`src/rtl/dummy_rle_expander.sv`:
```
// ============================================================================
// dummy_rle_expander
// ----------------------------------------------------------------------------
// Run-length expander. This block undoes the leading-zero encoding produced on
// the encoder side of the dummy datapath. Each (count, empty) token that
// arrives on the input handshake becomes a serial bit stream:
//   - a non-empty token with count C gives C zeros followed by a single one;
//   - an empty token (all-zero original word) gives WIDTH zeros and no one.
//
// Handshake semantics, on both the token side and the bit side:
//   A transfer happens on a rising clock edge where valid && ready are both
//   high. A producer that raises valid keeps valid and its payload stable
//   until that transfer. A consumer may raise or lower ready at any time.
//   On the input side, in_ready_o depends combinationally on out_ready_i.
//   This lets a new token be taken in the same cycle as the last bit of the
//   previous one, so consecutive tokens stream without a bubble.
//
// Parameters
//   WIDTH      width of the original word the tokens were encoded from (>= 2)
//   CNT_WIDTH  token count width. It is derived from WIDTH in the same way as
//              cf_math_pkg::idx_width(WIDTH); do not override it.
//
// Ports
//   clk_i        in   clock (single domain)
//   rst_ni       in   asynchronous active-low reset
//   clear_i      in   synchronous abort; drops the token in flight
//   in_cnt_i     in   leading-zero count of the token
//   in_empty_i   in   token encodes an all-zero word (in_cnt_i ignored)
//   in_valid_i   in   token valid
//   in_ready_o   out  token accepted when in_valid_i && in_ready_o
//   out_bit_o    out  serial data bit
//   out_valid_o  out  out_bit_o valid
//   out_ready_i  in   downstream accepts the bit
//   tok_done_o   out  pulses in the cycle the last bit of a token transfers
//   busy_o       out  a token is being expanded (state != IDLE)
// ============================================================================
module dummy_rle_expander #(
    parameter int unsigned WIDTH     = 16,
    parameter int unsigned CNT_WIDTH = (WIDTH > 1) ? $clog2(WIDTH) : 1
) (
    input  logic                 clk_i,
    input  logic                 rst_ni,
    input  logic                 clear_i,
    input  logic [CNT_WIDTH-1:0] in_cnt_i,
    input  logic                 in_empty_i,
    input  logic                 in_valid_i,
    output logic                 in_ready_o,
    output logic                 out_bit_o,
    output logic                 out_valid_o,
    input  logic                 out_ready_i,
    output logic                 tok_done_o,
    output logic                 busy_o
);

    // ------------------------------------------------------------------------
    // Local constants
    // ------------------------------------------------------------------------
    // The remaining-zeros counter has one extra bit so that it can hold WIDTH
    // itself. An empty token loads the full word width.
    localparam int unsigned      REM_W     = CNT_WIDTH + 1;
    localparam logic [REM_W-1:0] REM_WIDTH = REM_W'(WIDTH);
    localparam logic [REM_W-1:0] REM_MAX   = REM_W'(WIDTH - 1);
    localparam logic [REM_W-1:0] REM_ONE   = REM_W'(1);

    // ------------------------------------------------------------------------
    // State
    // ------------------------------------------------------------------------
    typedef enum logic [1:0] {
        ST_IDLE  = 2'd0,
        ST_ZEROS = 2'd1,
        ST_ONE   = 2'd2
    } state_e;

    state_e           state_q, state_d;
    logic [REM_W-1:0] rem_q,   rem_d;    // zeros still to emit in ST_ZEROS
    logic             empty_q, empty_d;  // current token has no terminating one

    // ------------------------------------------------------------------------
    // Internal handshake / decode signals
    // ------------------------------------------------------------------------
    logic             out_hs;       // a bit transfers this cycle
    logic             last_bit;     // the transferring bit ends the token
    logic             in_hs;        // a token is accepted this cycle
    logic [REM_W-1:0] cnt_ext;      // in_cnt_i widened to counter width
    logic             cnt_illegal;  // non-empty count out of range
    logic [REM_W-1:0] cnt_load;     // count after saturation

    // ------------------------------------------------------------------------
    // Token count decode
    // ------------------------------------------------------------------------
    // A count of WIDTH or more cannot come from a real WIDTH-bit word. It is
    // clamped to WIDTH-1 so that the stream length stays bounded. With a
    // power-of-two WIDTH the count port is too narrow to carry such a value.
    always_comb begin
        cnt_ext     = {1'b0, in_cnt_i};
        cnt_illegal = (cnt_ext >= REM_WIDTH);
        cnt_load    = cnt_illegal ? REM_MAX : cnt_ext;
    end

    // ------------------------------------------------------------------------
    // Process 1: state register
    // ------------------------------------------------------------------------
    always_ff @(posedge clk_i or negedge rst_ni) begin
        if (!rst_ni) begin
            state_q <= ST_IDLE;
            rem_q   <= '0;
            empty_q <= 1'b0;
        end else begin
            state_q <= state_d;
            rem_q   <= rem_d;
            empty_q <= empty_d;
        end
    end

    // ------------------------------------------------------------------------
    // Process 3: outputs and handshake decode
    // ------------------------------------------------------------------------
    // All outputs are decoded from the registered state. An asynchronous
    // reset therefore forces them to their idle values at once, without
    // waiting for a clock edge.
    always_comb begin
        out_valid_o = 1'b0;
        out_bit_o   = 1'b0;
        busy_o      = 1'b0;
        out_hs      = 1'b0;
        last_bit    = 1'b0;
        in_ready_o  = 1'b0;
        in_hs       = 1'b0;
        tok_done_o  = 1'b0;

        unique case (state_q)
            ST_ZEROS: begin
                out_valid_o = 1'b1;
                out_bit_o   = 1'b0;
                busy_o      = 1'b1;
            end
            ST_ONE: begin
                out_valid_o = 1'b1;
                out_bit_o   = 1'b1;
                busy_o      = 1'b1;
            end
            default: begin
                out_valid_o = 1'b0;
                out_bit_o   = 1'b0;
                busy_o      = 1'b0;
            end
        endcase

        out_hs = out_valid_o && out_ready_i;

        // An empty token ends on its last zero. A non-empty token ends on
        // its terminating one.
        last_bit = out_hs &&
                   ((state_q == ST_ONE) ||
                    ((state_q == ST_ZEROS) && (rem_q == REM_ONE) && empty_q));

        // The comb path out_ready_i -> in_ready_o lets a new token load
        // while the last bit of the previous token is transferring.
        in_ready_o = !clear_i && ((state_q == ST_IDLE) || last_bit);
        in_hs      = in_valid_i && in_ready_o;

        // An abort in the same cycle means the token did not complete.
        tok_done_o = last_bit && !clear_i;
    end

    // ------------------------------------------------------------------------
    // Process 2: next-state logic
    // ------------------------------------------------------------------------
    always_comb begin
        state_d = state_q;
        rem_d   = rem_q;
        empty_d = empty_q;

        if (clear_i) begin
            // Abort has priority over every other event in the cycle.
            state_d = ST_IDLE;
            rem_d   = '0;
            empty_d = 1'b0;
        end else if (in_hs) begin
            // Covers loading from IDLE and loading directly over a finishing
            // token. in_hs can only be true in those two situations.
            if (in_empty_i) begin
                state_d = ST_ZEROS;
                rem_d   = REM_WIDTH;
                empty_d = 1'b1;
            end else if (cnt_load == '0) begin
                state_d = ST_ONE;
                rem_d   = '0;
                empty_d = 1'b0;
            end else begin
                state_d = ST_ZEROS;
                rem_d   = cnt_load;
                empty_d = 1'b0;
            end
        end else if (out_hs) begin
            unique case (state_q)
                ST_ZEROS: begin
                    rem_d = rem_q - REM_ONE;
                    if (rem_q == REM_ONE) begin
                        state_d = empty_q ? ST_IDLE : ST_ONE;
                        if (empty_q) begin
                            empty_d = 1'b0;
                        end
                    end
                end
                ST_ONE: begin
                    state_d = ST_IDLE;
                    rem_d   = '0;
                end
                default: begin
                    state_d = ST_IDLE;
                end
            endcase
        end
        // With no transfer, state and counter hold. This keeps out_bit_o
        // stable while the consumer stalls.
    end

    // ------------------------------------------------------------------------
    // Simulation-only check on out-of-range counts. The hardware saturates
    // these counts.
    // ------------------------------------------------------------------------
    always @(posedge clk_i) begin
        if (rst_ni && in_hs && !in_empty_i) begin
            assert (!cnt_illegal)
            else $error("dummy_rle_expander: token count %0d >= WIDTH %0d, saturated",
                        in_cnt_i, WIDTH);
        end
    end

endmodule
```
`config.mk`:
```
export PLATFORM = sky130hd
export DESIGN_NAME = dummy_rle_expander
export DESIGN_NICKNAME = d
export VERILOG_FILES = /design/src/rtl/dummy_rle_expander.sv
export SDC_FILE = /design/constraint.sdc
export NUM_CORES = 1
export LEC_CHECK = 0
export ABC_AREA = 1
export ABC_CLOCK_PERIOD_IN_PS = 2400
export BUFFER_PORTS_ARGS = -buffer_cell sky130_fd_sc_hd__buf_4
export CAP_MARGIN = 20
export CORE_MARGIN = 2
export CORE_UTILIZATION = 52
export CTS_CLUSTER_SIZE = 40
export DETAILED_ROUTE_END_ITERATION = 8
export GPL_ROUTABILITY_DRIVEN = 0
export GPL_TIMING_DRIVEN = 0
export PLACE_DENSITY_LB_ADDON = 0.1
export SLEW_MARGIN = 15
export SYNTH_ARGS = -nofsm -noshare
export SYNTH_HDL_FRONTEND = slang
export SYNTH_SLANG_ARGS = --single-unit
```
`constraint.sdc`:
```
create_clock -name clk_i -period 2.4 [get_ports clk_i]
set_clock_uncertainty 0.15 [all_clocks]
set_input_delay 0.24 -clock clk_i [delete_from_list [all_inputs] [get_ports clk_i]]
set_output_delay 0.24 -clock clk_i [all_outputs]
set_load 0.005 [all_outputs]
```
-- After elaboration in Yosys (flattened, before gate mapping)
Index checks and enable logic that the tools add are counted.
- add/sub/neg operators: 1
- eq/ne operators: 4
- multiplexer cells: 22
- reduce and logical (&&, ||, !) cells: 20
- operator list (kind ; number):
    5-bit two-way mux ; 4
    2-bit two-way mux ; 8
    5-bit one-hot mux with 2 select lines ; 1
    3-bit nonzero test ; 3
    1-bit two-way mux ; 8
    1-bit logical AND ; 7
    5-bit by 1-bit == test with 1-bit output, second input constant ; 1
    5-bit zero test ; 1
    5-bit by 1-bit subtractor with 5-bit output, second input constant ; 1
    4-bit two-way mux ; 1
    4-bit by 3-bit inequality test with 1-bit output, second input constant ; 1
    2-bit AND reduction ; 2
    4-bit nonzero test ; 1
    3-bit AND reduction ; 1
    2-bit by 1-bit == test with 1-bit output, second input constant ; 1
    2-bit == test, second input constant ; 1
    2-bit zero test ; 1
    1-bit logical OR ; 2
    2-bit OR reduction ; 1
    1-bit zero test ; 1
- bits in registers: 8
- input port bits: 10

-- Logic depth before layout (Yosys ltp)
- word-level depth: 10
- mapped depth: 14

-- Least setup slack after synthesis
OpenSTA, ideal clock, no wires.
- path kind: register to register
- start point: register state_q[1]
- end point: register state_q[1]
- setup time: 0.117 ns
- arrival: 1.474 ns
- path slack: 0.660 ns
- cell stages (with the launch flop): 12
- period minus slack after synthesis: 1.740 ns
- path through: dfrtp_1 > inv_1 > ha_1 > nand2_1 > nor2_1 > nand2_2 > nand2_4 > nand2_4 > inv_2 > nor2_2 > nand3_1 > nand2_1
- longest elaborated chain between the ends: 10
- elaborated cells on any way between the ends: 20
- ends and longest elaborated chain (element ; RTL line ; source):
    from (decl) ; 74 ; state_e state_q, state_d;
    from (signal assigned) ; 109 ; state_q <= state_d;
    2-bit == test / 2-bit by 1-bit == test with 1-bit output (equally long branches) ; -- ;
    2-bit OR reduction (no line) * ; -- ;
    1-bit two-way mux * ; -- ;
    via busy_o ; 52 ; output logic busy_o
    1-bit logical AND * ; 149 ; out_hs = out_valid_o && out_ready_i;
    1-bit logical AND * ; 153 ; last_bit = out_hs &&
    1-bit logical OR * ; 159 ; in_ready_o = !clear_i && ((state_q == ST_IDLE) || last_bit);
    1-bit logical AND * ; 159 ;
    via in_ready_o ; 47 ; output logic in_ready_o,
    1-bit logical AND * ; 160 ; in_hs = in_valid_i && in_ready_o;
    4-bit by 3-bit inequality test with 1-bit output (no line) (tied with other cells) ; -- ;
    2-bit AND reduction (no line) / 2-bit two-way mux (equally long branches) ; -- ;
Mark *: on every way through the listed nets, which the timed path passes. The rest lies on a longest branch. The select of a mux whose other input is x is not followed.
A chain may end at the register's enable or synchronous reset.

-- Final worst setup path
- start point: register state_q[1]
- end point: output in_ready_o
- longest elaborated chain between the ends: 7
- elaborated cells on any way between the ends: 12
- ends and longest elaborated chain (element ; RTL line):
    2-bit == test / 2-bit by 1-bit == test with 1-bit output (equally long branches) ; 131, 154, 155
    2-bit OR reduction (no line) / 1-bit logical AND (equally long branches) ; --
    1-bit two-way mux / 1-bit logical AND (equally long branches) ; 131, 155
    1-bit logical AND / 1-bit logical OR (equally long branches) ; 149, 154
    1-bit logical AND ; 153
    1-bit logical OR * ; 159
    1-bit logical AND * ; 159
    to (decl) ; 47
Mark *: on every way between the ends. The rest lies on a longest branch, timed or not.

==> out/metrics.csv <==
metric;value;unit
wirelength;1500;um
synthAdderAreaFrac;0.0880;
hpwl;1250;um
final.setup.tns;0;ns
async_flop_share;1.00;
netlist_area;711;um2
drt-pass1-iter-count;4;
p_leak;0.526;nW
status;completed;
ios;15;
r2r_setup_slack;0.44;ns
vias_per_cell;4.77;
wl_per_cell;10.6;um
drive_gt1_frac;0.214;
synth-edff-count;0;
peakVddDrop;0.543;mV
insertion_delay;0.25;ns
syn_inst;109;
ant_nets;0;
vias;673;
synth_xor_area_frac;0.0370;
min_to;empty_q;
critPathKind;flip-flop to output pin;
hold_path.class;input port to flip-flop;
worst_r2r_endpoint;rem_q[4];
synth_area_per_cell;6.52;um2
ys_seq_area_frac;0.282;
ys.flop_type;dfrtp_1;
synth_mux_area_frac;0;
slew_violations;0;
power_switching;0.323;mW
p_int;0.420;mW
drt_iter0_drc;14;
synth.distinct_cells;22;
clockBufferDepth;2;
synth-compound-area-share;0.0440;
route.detailed.drc;0;
row_count;13;
yosys.area_share.simple;0.437;
fillers;124;
crit_path_end_kind;output pin;
n_antenna_cell;0;
fp.dieArea;0.00168;mm2
grt_antenna_before_repair;0;
htreeDepth;1;
finalHoldViolations;0;
setup_violations;0;
power_frac_seq;0.282;
synthesis.nets;124;
numCtsBuffers;3;
final_nets;143;
grt_pass1_vias;588;
fin_util;0.669;
start_util;0.553;
synth_top_family_by_area;simple AND/OR/NAND/NOR gates;
cp_data_required_time;2.01;ns
synth_top_area_frac;0.282;
r2r-start;state_q[1];
reg2regPathDepth;10;
grt-ovfl-total;0;
die_w;41.0;um
cts.sinks;8;
rsz0062_at_grt;false;
period_needed;2.06;ns
area_growth_syn_to_layout;21.0;%
worst_slew_pin_slew;0.243;ns
cap_violations;0;
coreArea;0.00128;mm2
crit_arrival;1.67;ns
dp_slack;0.449;ns
hold_start;in_empty_i;
grt_start_max_net_pins;10;
synth_largest_area_cell;dfrtp_1;
fmax;485;MHz
root_buffer;clkbuf_4;
post_cts_buffers;0;
ys_top_cells_by_area;dfrtp_1 28%, nand2_1 24%, inv_1 9.0%, ha_1 8.8%, nand3_1 7.0%;
fin_crit_sh;0.860;
die_h;41.0;um
p_sw_frac;0.435;
ys_warn_count;0;
relSlewSlack;0.837;
track_usage;0.219;
power_frac_comb;0.582;
whs_path_depth;3;
seq_area;200;um2
place.port_buffers;13;
power_density;864;mW/mm2
finalWorstSetupSlack;0.337;ns
cts_tree;done;
start_kind;flip-flop;
worst-path-max-fanout;9;
clk_pin_slew;0.05;ns
synth_seq_cells;8;
p_clk_frac;0.136;
multiInputGateArea;430;um2
grt_pass1_wl;2350;um
how the worst max path moves through the flow:
| stage | depth (start not counted) | start | endpoint | slack (ns) |
|---|---|---|---|---|
| finish | 7 | state_q[1] | in_ready_o | 0.34 |
| global route | 7 | state_q[1] | in_ready_o | 0.20 |
| CTS | 7 | state_q[1] | in_ready_o | 0.32 |
| detailed placement | 10 | state_q[1] | rem_q[4] | 0.45 |
| global placement | 10 | state_q[1] | rem_q[4] | 0.53 |
| floorplan | 11 | state_q[1] | state_q[1] | 0.66 |
timing repair:
| item | CTS | global route |
|---|---|---|
| hold buffers | 1 | 0 |
| gates resized for setup | 0 | 0 |
| hold endpoints to repair | 8 | 0 |
worst max-delay path, stage by stage, from the launching register on:
cell and delay, ns:
dfrtp_1 0.38, inv_1 0.08, ha_1 0.31, nand2_1 0.16, nor2_1 0.15, nand2_2 0.09
nand2_4 0.12, buf_4 0.13
layer usage:
metal / global-route usage / part of all wire / vias up
met5: 0 / 0 / -
met3: 0.0978 / 0.037 / 0
li1: - / - / 363
met2: 0.414 / 0.52 / 12
met4: 0 / 0 / 0
met1: 0.233 / 0.44 / 298
sequential cells by signal (all words and copies together) (netlist names):
| register | cells |
|---|---|
| rem_q | 5 |
| state_q | 2 |
| empty_q | 1 |
synthesized netlist by cell type, types with 2 or more instances:
master,instances
nor2_1,4
nand2_4,2
xor2_1,2
dfrtp_1,8
inv_1,17
o21ai_0,2
nor2_2,2
nand2_1,45
nand3_1,10
ha_1,5
final cells by class:
| class | count | share of cell area |
|---|---|---|
| timing repair buffer | 14 | 0.125 |
| multi-input combinational | 81 | 0.501 |
| sequential | 8 | 0.233 |
| clock buffer | 3 | 0.0262 |
| buffer | 2 | 0.0146 |
| tap | 15 | 0.0218 |
| inverter | 18 | 0.0786 |
stage by stage:
stage                     instances  hold slack, ns  area [um2]  power [mW]
final                           141          0.0760         860       0.743
after global placement          137         -0.0869         827       0.631
after CTS                       141          0.0695         860       0.753
after detailed placement        137         -0.0838         827       0.644
after global routing            141          0.0787         860       0.824
after floorplan                 109          -0.206         711       0.527
cells in the final DEF, fill, tap and decap left out, types with 3 or more instances in the layout:
cell	netlist	layout
buf_4	1	14
nand2_1	45	45
dfrtp_1	8	8
nand3_1	10	10
nor2_1	4	4
clkbuf_4	0	3
inv_1	17	17
ha_1	5	5
cells by family (layout without fill, tap and decap cells):
| group | after synthesis | after routing |
|---|---|---|
| flip-flops | 8 | 8 |
| adder cells (fa/ha/maj) | 5 | 5 |
| AND/OR/NAND/NOR | 69 | 69 |
| XOR/XNOR | 3 | 3 |
| AO/OA/AOI/OAI | 4 | 4 |
| buffers and inverters | 20 | 37 |
power groups by stage:
stage	logic, mW	clock network [mW]	registers, mW
detailed placement	0.434	0	0.210
global placement	0.423	0	0.208
finish	0.432	0.101	0.209
global route	0.499	0.112	0.213
floorplan	0.325	0	0.202
CTS	0.438	0.106	0.209
No activity file was read; power rests on OpenSTA's default activity.
